## config.mk

```make
export PLATFORM = sky130hd
export DESIGN_NAME = loader_wb_arbiter
export DESIGN_NICKNAME = d
export VERILOG_FILES = /design/src/rtl/loader_wb_pkg.sv /design/src/rtl/loader_wb_fifo.sv /design/src/rtl/loader_wb_arbiter.sv
export SDC_FILE = /design/constraint.sdc
export NUM_CORES = 1
export LEC_CHECK = 0
export ABC_CLOCK_PERIOD_IN_PS = 9100
export BUFFER_PORTS_ARGS = -buffer_cell sky130_fd_sc_hd__buf_2
export CAP_MARGIN = 20
export CORE_MARGIN = 10
export CORE_UTILIZATION = 50
export DETAILED_ROUTE_END_ITERATION = 6
export PLACE_DENSITY = 0.75
export SYNTH_ARGS = -nofsm -noshare
export SYNTH_HDL_FRONTEND = slang
export SYNTH_SLANG_ARGS = --single-unit
```

## constraint.sdc

```tcl
create_clock -name clk_sys -period 9.1 [get_ports clk_sys]
set_input_delay 0.455 -clock clk_sys [delete_from_list [all_inputs] [get_ports clk_sys]]
set_output_delay 0.455 -clock clk_sys [all_outputs]
set_load 0.02 [all_outputs]
```

## src/rtl/loader_wb_pkg.sv

```systemverilog
// Shared types for the loader/core wishbone arbiter:
// arbiter states, loader FIFO entry layout and address helpers.
package loader_wb_pkg;

   localparam int IO_AW  = 25;
   localparam int RAM_BW = 26;
   localparam int WADR_W = RAM_BW - 2;

   typedef enum logic [1:0] {
      S_CORE,
      S_GRANT,
      S_LOAD,
      S_DRAIN
   } arb_state_e;

   typedef struct packed {
      logic [WADR_W-1:0] wadr;
      logic [3:0]        sel;
      logic [31:0]       dat;
   } fifo_entry_t;

   // Keeps byte-address bits [aw-1:2]; lane bits and bits above aw are cleared
   function automatic logic [RAM_BW-1:0] adr_mask(input int aw);
      logic [RAM_BW-1:0] m;
      for (int i = 0; i < RAM_BW; i++) begin
         m[i] = (i >= 2) && (i < aw);
      end
      return m;
   endfunction

endpackage

```

## src/rtl/loader_wb_fifo.sv

```systemverilog
// Small synchronous FIFO holding loader write words.
// Head entry is read straight from storage (no output register).
module loader_wb_fifo
   import loader_wb_pkg::*;
#(
   parameter int DEPTH = 4
) (
   input  logic                     clk,
   input  logic                     reset,
   input  logic                     push,
   input  fifo_entry_t              din,
   input  logic                     pop,
   output fifo_entry_t              dout,
   output logic [$clog2(DEPTH):0]   count,
   output logic                     full,
   output logic                     empty
);

   localparam int PW = $clog2(DEPTH);
   localparam int CW = PW + 1;

   fifo_entry_t   mem_q [DEPTH];
   logic [PW-1:0] wr_q, wr_d;
   logic [PW-1:0] rd_q, rd_d;
   logic [CW-1:0] cnt_q, cnt_d;
   logic          do_push;
   logic          do_pop;

   assign full    = (cnt_q == CW'(DEPTH));
   assign empty   = (cnt_q == '0);
   assign do_push = push & ~full;
   assign do_pop  = pop & ~empty;
   assign dout    = mem_q[rd_q];
   assign count   = cnt_q;

   // Pointers wrap naturally because DEPTH is a power of two
   always_comb begin
      wr_d  = wr_q + PW'(do_push);
      rd_d  = rd_q + PW'(do_pop);
      cnt_d = cnt_q + CW'(do_push) - CW'(do_pop);
   end

   always_ff @(posedge clk) begin
      if (reset) begin
         wr_q  <= '0;
         rd_q  <= '0;
         cnt_q <= '0;
      end else begin
         wr_q  <= wr_d;
         rd_q  <= rd_d;
         cnt_q <= cnt_d;
      end
   end

   always_ff @(posedge clk) begin
      if (do_push) begin
         mem_q[wr_q] <= din;
      end
   end

endmodule

```

## src/rtl/loader_wb_arbiter.sv

```systemverilog
// Arbitrates the SDRAM wishbone port between the core and the ioctl
// loader; buffers download words and holds the core while they drain.
module loader_wb_arbiter
   import loader_wb_pkg::*;
#(
   parameter int FIFO_DEPTH = 4,
   parameter int RAM_AW     = 24
) (
   input  logic        clk_sys,
   input  logic        reset,
   input  logic        ioctl_download,
   input  logic        ioctl_wr,
   input  logic [24:0] ioctl_addr,
   input  logic [31:0] ioctl_dout,
   input  logic [3:0]  ioctl_sel,
   output logic        ioctl_wait,
   input  logic        core_stb,
   input  logic        core_cyc,
   input  logic        core_we,
   input  logic [3:0]  core_sel,
   input  logic [24:0] core_adr,
   input  logic [31:0] core_dat,
   output logic        core_ack,
   output logic        core_hold,
   output logic        ram_stb,
   output logic        ram_cyc,
   output logic        ram_we,
   output logic [3:0]  ram_sel,
   output logic [25:0] ram_adr,
   output logic [31:0] ram_dat,
   input  logic        ram_ack,
   output logic        load_done,
   output logic        overflow
);

   localparam int CW = $clog2(FIFO_DEPTH) + 1;
   localparam logic [RAM_BW-1:0] ADR_MASK = adr_mask(RAM_AW);

   arb_state_e        state_q, state_d;
   logic              dl_q;
   logic              stb_q, stb_d;
   logic [WADR_W-1:0] adr_q, adr_d;
   logic [3:0]        sel_q, sel_d;
   logic [31:0]       dat_q, dat_d;
   logic              wait_q, wait_d;
   logic              hold_q, hold_d;
   logic              done_q, done_d;
   logic              ovf_q, ovf_d;

   logic              push;
   logic              pop;
   logic              dl_rise;
   logic              pass;
   logic              loading;
   logic [RAM_BW-1:0] ld_adr;
   fifo_entry_t       in_ent;
   fifo_entry_t       head;
   logic [CW-1:0]     count;
   logic [CW-1:0]     cnt_nxt;
   logic              full;
   logic              empty;
   logic              unused;

   assign ld_adr  = {1'b0, ioctl_addr} & ADR_MASK;
   assign in_ent  = '{wadr: ld_adr[RAM_BW-1:2], sel: ioctl_sel, dat: ioctl_dout};
   assign push    = ioctl_wr & ~full;
   assign pop     = stb_q & ram_ack;
   assign dl_rise = ioctl_download & ~dl_q;
   assign pass    = (state_q == S_CORE) || (state_q == S_GRANT);
   assign loading = (state_q == S_LOAD) || (state_q == S_DRAIN);
   assign unused  = ^{core_cyc, core_adr[24], ld_adr[1:0]};

   loader_wb_fifo #(
      .DEPTH (FIFO_DEPTH)
   ) u_fifo (
      .clk   (clk_sys),
      .reset (reset),
      .push  (push),
      .din   (in_ent),
      .pop   (pop),
      .dout  (head),
      .count (count),
      .full  (full),
      .empty (empty)
   );

   always_comb begin
      state_d = state_q;
      stb_d   = stb_q;
      adr_d   = adr_q;
      sel_d   = sel_q;
      dat_d   = dat_q;
      done_d  = 1'b0;
      ovf_d   = ovf_q | (ioctl_wr & full);
      cnt_nxt = count + CW'(push) - CW'(pop);
      wait_d  = (cnt_nxt >= CW'(FIFO_DEPTH - 1));

      unique case (state_q)
         S_CORE: begin
            if (dl_rise) begin
               state_d = (core_stb & ~ram_ack) ? S_GRANT : S_LOAD;
            end
         end
         S_GRANT: begin
            if (ram_ack | ~core_stb) begin
               state_d = S_LOAD;
            end
         end
         S_LOAD: begin
            if (!ioctl_download) begin
               state_d = S_DRAIN;
            end
         end
         S_DRAIN: begin
            if (ioctl_download) begin
               state_d = S_LOAD;
            end else if (empty & ~stb_q & ~push) begin
               state_d = S_CORE;
               done_d  = 1'b1;
            end
         end
         default: state_d = S_CORE;
      endcase

      // Idle stb cycle after each ack separates consecutive words
      if (stb_q) begin
         if (ram_ack) begin
            stb_d = 1'b0;
         end
      end else if (loading && !empty) begin
         stb_d = 1'b1;
         adr_d = head.wadr;
         sel_d = head.sel;
         dat_d = head.dat;
      end

      hold_d = (state_d != S_CORE);
   end

   always_ff @(posedge clk_sys) begin
      if (reset) begin
         state_q <= S_CORE;
         dl_q    <= 1'b0;
         stb_q   <= 1'b0;
         adr_q   <= '0;
         sel_q   <= '0;
         dat_q   <= '0;
         wait_q  <= 1'b0;
         hold_q  <= 1'b0;
         done_q  <= 1'b0;
         ovf_q   <= 1'b0;
      end else begin
         state_q <= state_d;
         dl_q    <= ioctl_download;
         stb_q   <= stb_d;
         adr_q   <= adr_d;
         sel_q   <= sel_d;
         dat_q   <= dat_d;
         wait_q  <= wait_d;
         hold_q  <= hold_d;
         done_q  <= done_d;
         ovf_q   <= ovf_d;
      end
   end

   always_comb begin
      if (pass) begin
         ram_stb = core_stb;
         ram_cyc = core_stb;
         ram_we  = core_we;
         ram_sel = core_sel;
         ram_adr = {core_adr[23:0], 2'b00};
         ram_dat = core_dat;
      end else begin
         ram_stb = stb_q;
         ram_cyc = stb_q;
         ram_we  = stb_q;
         ram_sel = sel_q;
         ram_adr = {adr_q, 2'b00};
         ram_dat = dat_q;
      end
   end

   assign core_ack   = pass & ram_ack;
   assign ioctl_wait = wait_q;
   assign core_hold  = hold_q;
   assign load_done  = done_q;
   assign overflow   = ovf_q;

endmodule

```

# Yosys cells after proc, flatten, opt, wreduce, memory -nomap -nowiden
# Memories as Yosys holds them, arrays and structs flattened. A register that Yosys moved wholly into a read port is not among the register bits.
# Index checks and enable logic that the tools add are counted.
# totals
n_memories,1
regBits,39
elab_cells,70
mem_bits_rw,232
inputBits,130
output_inout_bits,70
# memory_table
memory,depth,width,read_ports,rd_ports_with_merged_regs,write_ports,line_no,text
u_fifo.mem_q,4,58,1,1,1,loader_wb_fifo.sv:22,fifo_entry_t mem_q [DEPTH];
# op_classes
n_bitwise,20
eq_ne,4
magnitude_cmp,1
n_mux,18
reduce_logical,9
addsub,6
# ops
op,n
$mux W32,1
$mux W26,1
$mux W2,6
$and A1 B1 Y1,10
$mux W1,8
$not A1 Y1,8
$pmux W2 S4,1
$add A3 B1 Y3,2
$sub A3 B1 Y3,2
$add A2 B1 Y2,2
$eq A2 B2 Y1 const B,2
$mux W4,1
$eq A3 B3 Y1 const B,1
$ge A3 B2 Y1 const B,1
$logic_not A3 Y1,1
$reduce_or A3 Y1,1
$eq A2 B1 Y1 const B,1
$logic_not A2 Y1,1
$logic_or A1 B1 Y1,2
$or A1 B1 Y1,2
$reduce_and A2 Y1,1
$reduce_bool A2 Y1,1
$logic_and A1 B1 Y1,1
$logic_not A1 Y1,1

# Logic depth before layout (Yosys ltp)
# logic_depth
ltp_word,9
ltp_mapped,8
ltp_nobuf,8

# Hierarchy
# A second synthesis with hierarchy kept.
# hier_totals
hier_cells,734
area_unflattened_um2,12375.6
# modules_own_cells
mod,cells_per_inst,seq_area_each_um2,area_per_inst_um2,n_inst
loader_wb_fifo,349,7347.0,9082.5,1
loader_wb_arbiter,385,1361.3,3293.2,1

# Worst setup path after synthesis
# Ideal clock, no wire load.
# synth_timing
path_kind,input -> register
from,input ioctl_wr
to,memory u_fifo.mem_q[1][0] (netlist name) (enable)
slack_ps,3584
arrival_ps,4958
stages,2
cell_sequence,a21bo_2 -> nor3b_1
# synth_between
elab_chain_len,4
# synth_rtl
item,line_no,text
start: declaration,loader_wb_arbiter.sv:12,"input logic ioctl_wr,"
$and A1 B1 Y1,loader_wb_arbiter.sv:66,assign push = ioctl_wr & ~full;
$and A1 B1 Y1,loader_wb_fifo.sv:31,assign do_push = push & ~full;
$mux W1,loader_wb_fifo.sv:56,if (do_push) begin
$mux W1 (implied by the code),loader_wb_fifo.sv:57,mem_q[wr_q] <= din;
end: declaration,loader_wb_fifo.sv:22,
# Every way passes these cells.

# Worst setup path in the final report
# layout_timing
from,register state_q[1]
to,output ram_dat[18]
# layout_between
elab_chain_len,3
word_cells_on_any_way,4
classes_between,eq/ne: 1; mux: 1; reduce/logical: 2
# layout_rtl
item,line_no,text
start: declaration,loader_wb_arbiter.sv:39,"arb_state_e state_q, state_d;"
start signal: assignment,loader_wb_arbiter.sv:153,state_q <= state_d;
$eq A2 B1 Y1 / $logic_not A2 Y1 (equally long branches),loader_wb_arbiter.sv:69,assign pass = (state_q == S_CORE) || (state_q == S_GRANT);
$logic_or A1 B1 Y1 *,loader_wb_arbiter.sv:69,
$mux W32 *,loader_wb_arbiter.sv:167,if (pass) begin
end: declaration,loader_wb_arbiter.sv:30,"output logic [31:0] ram_dat,"
# Every way passes the cells marked *; elsewhere a longest branch is shown, timed or not.

==> qor.yml <==
timing:
  rsz0062_at_grt: "false"
  hold_viol: 0
  fin_crit_ns: 2.626
  fin_crit_sh: 0.2885
  worst_pin_slew_ns: 1.005
  skew_ns: 0.02401
  setup_tns_ns: 0
  max-slew-margin-rel: 0.3299
  slew_violations: 0
  finalSetupViolCount: 0
  max_freq_ghz: 0.3808
yosys:
  synth-simple-area-share: 0.01722
  synthesis.area_um2: 11630
  synth_top_family_by_area: "multiplexers"
  synthAdderAreaFrac: 0.009900
  ys_seq_elements: 305
  synth_ff_type: "edfxtp_1"
  synthXorXnorAreaFrac: 0.003766
  netlist_instances: 589
  synth_top_cells_by_count: "edfxtp_1, dfxtp_1, a22o_1, mux2_2, mux4_2"
  synthTopCellsByArea: "edfxtp_1, dfxtp_1, mux4_2, mux2_2, a22o_1"
  yosys.area.top_type_share: 0.5992
  synth_mux_area_frac: 0.1685
  avgSynthCellArea_um2: 19.74
  synth_most_common_cell: "edfxtp_1"
  synth_top_area_cell: "edfxtp_1"
  synth_compound_area_frac: 0.05219
  synth-edff-count: 232
  yosys_warnings: 0
  synthArstFlopShare: 0
  synth_seq_area_share: 0.7248
  synth_cell_types: 36
clocking:
  post_cts_resized: 0
  clock_path_buffers: 3
  cts-root-buf: "clkbuf_16"
  cts_tree: "built"
  cts_buffers: 30
  clk_latency_ns: 0.55
  cts_setup_buffers: 0
  clkTransAtPathRegs_ns: 0.06
  holdBufCountCts: 0
  cts.sink_count: 305
  htree_levels: 1
run:
  maxCapViolCount: 0
global_routing:
  grt_pass1_wl_mm: 36.51
  grt_pass1_vias: 6594
  use_met1: 0.1957
  grtUsageMet3: 0.03648
  grt-ovfl-total: 0
  grt_max_degree: 70
  track_usage: 0.1574
  busiest_layer: "met2"
  antenna_found_initial: 3
  grt.met2_usage: 0.2723
floorplanning:
  die_w_um: 172.5
  initial_core_util: 0.5105
  ioPinCount: 200
  core_um2: 22780
  die_h_um: 172.5
  num_rows: 55
  dieArea_um2: 29750
critical_path:
  slowest_stage: "dfxtp_4"
  ff2ff_path_depth: 4
  end_kind: "output pin"
  crit_arrival_ns: 2.17
  path_cells: "mux2_2 > buf_2"
  slowest_delay_ns: 0.91
  regToRegSetupSlack_ns: 6.63
  r2r_start: "u_fifo.count[1]"
  startpoint_type: "flop"
  worstSetupPathType: "flop to output pin"
  r2r-end: "adr_q[17]"
  crit_fanout: 69
  critical_path_required_ns: 8.65
final_layout:
  drive_gt1_frac: 0.4640
  fin_cells: 1122
  register_area_um2: 8439
  n_fill_cell: 1642
  nNetsFinal: 920
  areaGrowthSynthToFinish_pct: 19.93
  final_cell_area_um2: 13940
  multi_input_area_um2: 2953
hold_path:
  min_to: "u_fifo.mem_q[3][45]"
  whs_path_depth: 1
  hp-start: "ioctl_addr[11]"
  hold_path.class: "input pin to flop"
pwr:
  vdd_drop_max_uv: 190.6
  p_per_area_nw_per_um2: 255.1
  leakage_nw: 4.994
routing:
  via_per_inst: 5.407
  wl_per_cell_um: 21.12
  antenna_left: 0
  drc: 0
  vias: 6067
  drt-total-wl_mm: 23.70
  drt_pass1_iterations: 4
  drt_iter0_markers: 345
placed_design:
  routabilityCongestion: 0.7181
  dp_cells: 1063
  dpl.hpwl_mm: 13.78
  place_area_um2: 12840
  numPortBuffers: 192
run_status:
  run_status: "complete, no violations"
-- state kept, by name, summed over array words and instances, names as in the netlist --
name,count
ioctl_wait,1
overflow,1
stb_q,1
u_fifo.rd_q,2
load_done,1
adr_q,22
dl_q,1
state_q,2
core_hold,1
u_fifo.mem_q,232
u_fifo.wr_q,2
u_fifo.count,3
dat_q,32
sel_q,4
-- worst max-delay path, delay by kind of cell, from the launching register on --
family                 cells  cell delay, ns
DFF                        1            0.91
muxes                      1            0.45
buffers and inverters      1            0.17
-- power by group --
part / switching [mW] / internal (mW) / leakage (nW)
combinational: 0.264 / 0.207 / 1.75
clock: 0.512 / 0.831 / 0.522
sequential: 0.0714 / 1.67 / 2.72
total: 0.847 / 2.71 / 4.99
-- area by class of cell --
type,count,share of cell area
diodes,3,0.0005384
clock buffers,39,0.05841
flip-flops and latches,305,0.6052
multi-input cells,234,0.2118
well taps,313,0.02808
inverters,13,0.003499
repair buffers,198,0.07214
clock inverters,17,0.02037
-- stage by stage --
stage | setup slack, ns | util | hold WS [ns] | power [mW]
after floorplan | 3.584 | - | 0.4366 | 2.096
after global placement | 6.667 | 0.5636 | 0.4552 | 2.223
after detailed placement | 6.566 | 0.5636 | 0.4603 | 2.249
after CTS | 6.461 | 0.6119 | 0.09136 | 3.594
after global routing | 6.372 | 0.6121 | 0.1019 | 3.697
final | 6.474 | 0.6122 | 0.1155 | 3.557
-- layer usage --
layer	share of wire	wire length, µm	up-vias
met3	0.066	1555	42
met2	0.51	12120	174
met1	0.40	9501	3084
li1	-	-	2765
met4	0.021	500	2
met5	0.00072	17	-
-- cell usage in the layout, fill, tap and decap left out, types with 4 or more instances in the layout --
master,synthesis,layout
a22o_1,58,58
mux4_2,58,58
mux2_2,58,58
clkbuf_1,10,6
nor2_1,6,6
clkbuf_16,0,30
xnor2_1,5,5
clkinvlp_4,0,4
bufinv_16,0,7
ha_1,6,6
nor2b_1,12,12
buf_4,8,6
edfxtp_1,232,232
dfxtp_1,73,70
buf_2,15,192
inv_1,13,13
-- logic make-up after synthesis --
family / count (synthesis)
mux: 116
xor+xnor: 5
buf+inv: 51
compound gates: 71
simple gates: 32
other cells: 1
fa+ha+maj: 8
flops: 305
-- worst max-delay path by stage --
stage | from | endpoint | slack [ns] | cells after the start
after CTS | state_q[1] | ram_dat[18] | 6.46 | 2
after global placement | state_q[1] | dat_q[17] | 6.67 | 3
after detailed placement | state_q[1] | dat_q[10] | 6.57 | 4
final | state_q[1] | ram_dat[18] | 6.47 | 2
after floorplan | ioctl_wr | u_fifo.mem_q[1][0] | 3.58 | 2
after global routing | state_q[1] | ram_dat[18] | 6.37 | 2
Power figures use the tool's default switching activity.
